`config.mk`:
```
export PLATFORM = sky130hd
export DESIGN_NAME = fifo_stream_reader
export DESIGN_NICKNAME = d
export VERILOG_FILES = /design/src/rtl/fifo_stream_reader.sv
export SDC_FILE = /design/constraint.sdc
export NUM_CORES = 1
export LEC_CHECK = 0
export ABC_CLOCK_PERIOD_IN_PS = 6230
export BUFFER_PORTS_ARGS = -buffer_cell sky130_fd_sc_hd__clkbuf_2
export CORE_ASPECT_RATIO = 0.7
export CORE_MARGIN = 4
export CORE_UTILIZATION = 55
export CTS_BUF_LIST = sky130_fd_sc_hd__clkbuf_8
export DETAILED_ROUTE_END_ITERATION = 7
export PLACE_DENSITY = 0.87
export SYNTH_ARGS = -nofsm -noshare
export SYNTH_HDL_FRONTEND = slang
export SYNTH_SLANG_ARGS = --single-unit
```
`constraint.sdc`:
```
create_clock -name clk -period 6.23 [get_ports clk]
set_input_delay 0.9345 -clock clk [delete_from_list [all_inputs] [get_ports clk]]
set_output_delay 0.9345 -clock clk [all_outputs]
set_load 0.01 [all_outputs]
```
`src/rtl/fifo_stream_reader.sv`:
```
// fifo_stream_reader
// Pops words from a FIFO whose RAM output arrives one cycle after the pop
// request and presents them downstream on a valid/ready stream, with a
// 2-entry skid buffer so a full word per cycle is sustained.
//
// Ports:
//   clk          clock, all state on rising edge
//   reset        asynchronous active-low reset
//   empty        FIFO empty flag, same cycle as read_request
//   read_request FIFO pop request (combinational)
//   read_data    FIFO RAM output, valid the cycle after an accepted request
//   out_valid    downstream valid (registered)
//   out_ready    downstream ready
//   out_data     downstream data, head buffer entry (registered)
//   delivered    wrapping count of words handed downstream
//   busy         words buffered or a read in flight
module fifo_stream_reader #(
    parameter int WIDTH = 8,
    parameter int CNT_W = 16
) (
    input  logic             clk,
    input  logic             reset,
    input  logic             empty,
    output logic             read_request,
    input  logic [WIDTH-1:0] read_data,
    output logic             out_valid,
    input  logic             out_ready,
    output logic [WIDTH-1:0] out_data,
    output logic [CNT_W-1:0] delivered,
    output logic             busy
);

    // State value equals buffer occupancy.
    typedef enum logic [1:0] {
        EMPTY = 2'd0,
        ONE   = 2'd1,
        TWO   = 2'd2
    } buf_state_t;

    buf_state_t       state;
    buf_state_t       state_next;
    logic             pend;
    logic [WIDTH-1:0] head;
    logic [WIDTH-1:0] tail;
    logic [CNT_W-1:0] count;
    logic             pop;
    logic [1:0]       occ;
    logic [2:0]       demand;

    always_comb begin
        occ          = state;
        pop          = (state != EMPTY) & out_ready;
        // Slots that will be committed after this edge; a new read is only
        // allowed while at most one slot is spoken for.
        demand       = {1'b0, occ} + {2'b00, pend} - {2'b00, pop};
        read_request = ~empty & reset & (demand <= 3'd1);
        // Next occupancy is occ - pop + pend, which is demand's low bits.
        case (demand[1:0])
            2'd0:    state_next = EMPTY;
            2'd1:    state_next = ONE;
            default: state_next = TWO;
        endcase
    end

    always_ff @(posedge clk or negedge reset) begin
        if (!reset) begin
            state <= EMPTY;
            pend  <= 1'b0;
            head  <= '0;
            tail  <= '0;
            count <= '0;
        end else begin
            state <= state_next;
            pend  <= read_request;
            if (pop && state == TWO) begin
                head <= tail;
            end
            // Arriving word lands in head only if nothing will be left ahead
            // of it; with a pop out of TWO this writes the new tail.
            if (pend) begin
                if (occ == {1'b0, pop}) begin
                    head <= read_data;
                end else begin
                    tail <= read_data;
                end
            end
            if (pop) begin
                count <= count + 1'b1;
            end
        end
    end

    assign out_valid = (state != EMPTY);
    assign out_data  = head;
    assign delivered = count;
    assign busy      = (state != EMPTY) | pend;

    occ_bound: assert property (@(posedge clk) disable iff (!reset)
        !(pend && state == TWO && !pop));

endmodule

```
Word-level counts from Yosys, hierarchy flattened
Index checks and enable logic that the tools add are counted.

cells by class
  $add $sub $neg = 3
  order comparisons = 1
  eq/ne operators = 3
  multiplexer cells = 4
  bitwise gates (word level) = 6
  reductions and logical operators = 4

operators by type and width
  operator               count
  $mux 8                 3
  $add 16x1->16 const B  1
  $pmux 2 s2             1
  $add 2x1->3            1
  $and 1x1->1            3
  $le 3x1->1 const B     1
  $sub 3x1->3            1
  $eq 2x1->1             1
  $eq 2x1->1 const B     1
  $eq 2x2->1 const B     1
  $logic_not 2->1        1
  $not 1->1              2
  $reduce_and 2->1       1
  $reduce_bool 2->1      1
  $logic_and 1x1->1      1
  $or 1x1->1             1

storage, ports and cells
  register bits after elaboration = 35
  input bits = 12
  output and inout bits = 27
  word-level logic and storage cells = 26

Logic depth before layout (Yosys ltp)
  word-level depth = 6
  mapped depth = 8
  depth with buffers taken out = 7

Least setup slack after synthesis
Ideal clock, no wire load.

  path type = input to output
  start = input out_ready
  end = output read_request
  arrival = 2.573 ns
  data required time = 5.295 ns
  path slack = 2.722 ns
  stages on the path = 6
  path buffers = 1
  cell sequence = nand3_1 -> buf_2 -> o21ai_0 -> ha_1 -> fa_1 -> nor4b_1

between the ends
  word-level cells in the longest chain between the ends = 4

RTL lines
  element             line  text
  start: declaration  27    input logic out_ready,
  $and 1x1->1         52    pop = (state != EMPTY) & out_ready;
  $sub 3x1->3         55    demand = {1'b0, occ} + {2'b00, pend} - {2'b00, pop};
  $le 3x1->1          56    read_request = ~empty & reset & (demand <= 3'd1);
  $and 1x1->1         56
  end: declaration    24    output logic read_request,

Every way passes these cells.

Worst setup path in the final report
Same ends and word-level chain as after synthesis.

==> metrics.yaml <==
synth-compound-area-share_pct: 5.01
core_mm2: 0.00259
syn_area_mm2: 0.00157
worstPathArrival_ns: 3.09
worst_hold_path_type: "register to register"
grt_pass1_wl_um: 5140
pre_cts_slack_ns: 2.20
totalWireLength_um: 2960
start_util_pct: 60.8
yosys-top-cells-count: "35 x dfrtp_1, 15 x xnor2_1, 13 x nand2_1"
vias_per_cell: 5.43
drt-pass1-iter-count: 4
vdd_drop_max_mv: 0.287
synth_top_family_by_area: "simple AND/OR/NAND/NOR gates"
critical_path_required_ns: 5.30
synthSimpleGateAreaFrac_pct: 13.8
synth.distinct_cells: 30
dieHeight_um: 52.8
p_per_area_mw_per_mm2: 426
wl_per_cell_um: 14.8
syn_avg_cell_area_um2: 12.7
drc: 0
worst_pin_slew_ns: 0.843
vias: 1085
clk_pin_slew_worst_paths_ns: 0.07
dieArea_mm2: 0.00380
cts_made_buffers: 5
cts_tree: "built"
clockBufferDepth: 2
cts_setup_buffers: 0
boundaryPins: 39
skew_ns: 0.00704
period_minus_slack_ns: 4.02
syn2layout_area_growth_pct: 18.7
io_buffer_count: 38
cts_hold_buf: 0
gp_congestion: 0.840
max_freq_mhz: 249
max_cap_viol_count: 0
timing.final.max_slew_violations: 0
status: "complete, no violations"
path_class: "input pin to primary output"
rsz0062_at_grt: "no"
cts-root-buf: "clkbuf_8"
synthMuxAreaShare_pct: 11.5
htree_levels: 2
antenna_found_initial: 0
synth_nets: 139
met3_usage_pct: 6.32
yosysTopAreaCellShare_pct: 55.6
yosys.cell_count.top_type: "dfrtp_1"
drt_iter0_drc: 38
synth_fa_ha_area_share_pct: 2.86
gr-usage-met2_pct: 30.6
cp_max_fo: 10
grtUsageMet1_pct: 22.3
synth_edf_count: 0
cp-end-kind: "primary output"
async_flop_share_pct: 100
postLayoutSetupSlackWorst_ns: 2.21
startpoint_type: "input pin"
synth_seq_area_share_pct: 55.6
clock_latency_ns: 0.29
rows: 15
grt.busiest_layer: "met2"
die_w_um: 71.9
drive_gt1_share_pct: 32.5
grt_start_max_net_pins: 37
synth-seq-cells: 35
synthXorXnorAreaFrac_pct: 8.90
ys_warn_count: 0
overflow: 0
antenna_cells: 0
period_share_pct: 64.5
fin_nets: 180
yosys_most_used_dff: "dfrtp_1"
syn_inst: 124
dp_hpwl_um: 2250
drt.antenna.violating_nets: 0
tns_ns: 0
grt_use_total_pct: 18.3
setup_viol: 0
synth_area_leader_cell: "dfrtp_1"
hold_violations: 0
cts_resized: 0
grt_pass1_vias: 1112
cts.sinks: 35
p_leak_nw: 0.922
synth_area_leaders: "dfrtp_1 56%, xnor2_1 8.3%, mux2_1 5.7%"
slew_headroom_pct: 43.8
[critical path, cell delays in order]
cell and delay [ns]:
clkbuf_2 0.13, nand3_1 0.46, o21ai_0 0.24, ha_1 0.25, fa_1 0.48, nor4b_1 0.38, clkbuf_2 0.20
[area by class of cell]
| type | count | area [µm²] |
|---|---|---|
| Inverter | 2 | 7.51 |
| Clock buffer | 5 | 68.8 |
| Tap cell | 34 | 42.5 |
| Timing Repair Buffer | 38 | 190 |
| Sequential cell | 35 | 876 |
| Clock inverter | 3 | 20.0 |
| Multi-Input combinational cell | 83 | 663 |
| Fill cell | 187 | 722 |
[state kept, by name, indices dropped and copies added, names as in the netlist]
| register | cells |
|---|---|
| delivered | 16 |
| out_data | 8 |
| tail | 8 |
| occ | 2 |
| pend | 1 |
[cell usage in the layout, fill, tap and decap left out, drive strengths merged, types with 2 or more instances in the layout]
cell type  count
and3           3
and4           3
clkbuf        43
clkinvlp       2
dfrtp         35
ha             2
inv            2
mux2           9
mux2i          8
nand2         13
nand3          8
nand4          3
nor2b          2
o21ai         10
xnor2         15
[cell families (layout without fill, tap and decap cells)]
family | count (synthesis) | count (layout)
simple gates | 36 | 36
flops | 35 | 35
mux | 17 | 17
xor+xnor | 16 | 16
compound gates | 11 | 11
buf+inv | 6 | 48
fa+ha+maj | 3 | 3
[metal layers]
layer | vias up | share of wire, %
li1 | 510 | -
met1 | 539 | 42
met2 | 30 | 50
met3 | 6 | 5.9
met4 | 0 | 1.3
met5 | - | 0
[per-stage QoR]
step | hold WS [ns] | area, µm² | util [%] | power, W | instances
floorplan | 0.464 | 1570 | - | 0.000548 | 124
global placement | 0.458 | 1780 | 68.7 | 0.000618 | 192
detailed placement | 0.482 | 1780 | 68.7 | 0.000643 | 192
CTS | 0.492 | 1870 | 72.1 | 0.000805 | 200
global route | 0.499 | 1870 | 72.1 | 0.000852 | 200
finish | 0.483 | 1870 | 72.1 | 0.000795 | 200
[where the power goes]
| group | internal, W | total (W) | switching [W] |
|---|---|---|---|
| Sequential | 0.000304 | 0.000374 | 0.0000701 |
| Clock | 0.0000777 | 0.000160 | 0.0000828 |
| Combinational | 0.000128 | 0.000260 | 0.000133 |
| Total | 0.000509 | 0.000795 | 0.000286 |
[final timing paths]
check	startpoint	endpoint	slack (ns)	cells past startpoint
setup / recovery	out_ready	read_request	2.21	7
max in group asynchronous	reset	tail[7]	4.96	1
min in group asynchronous	reset	delivered[13]	0.74	1
hold / removal	delivered[15]	delivered[15]	0.48	1
setup reg to reg	occ[1]	pend	3.70	5
hold reg to reg	delivered[15]	delivered[15]	0.48	1
(Power assumes the default switching activity.)
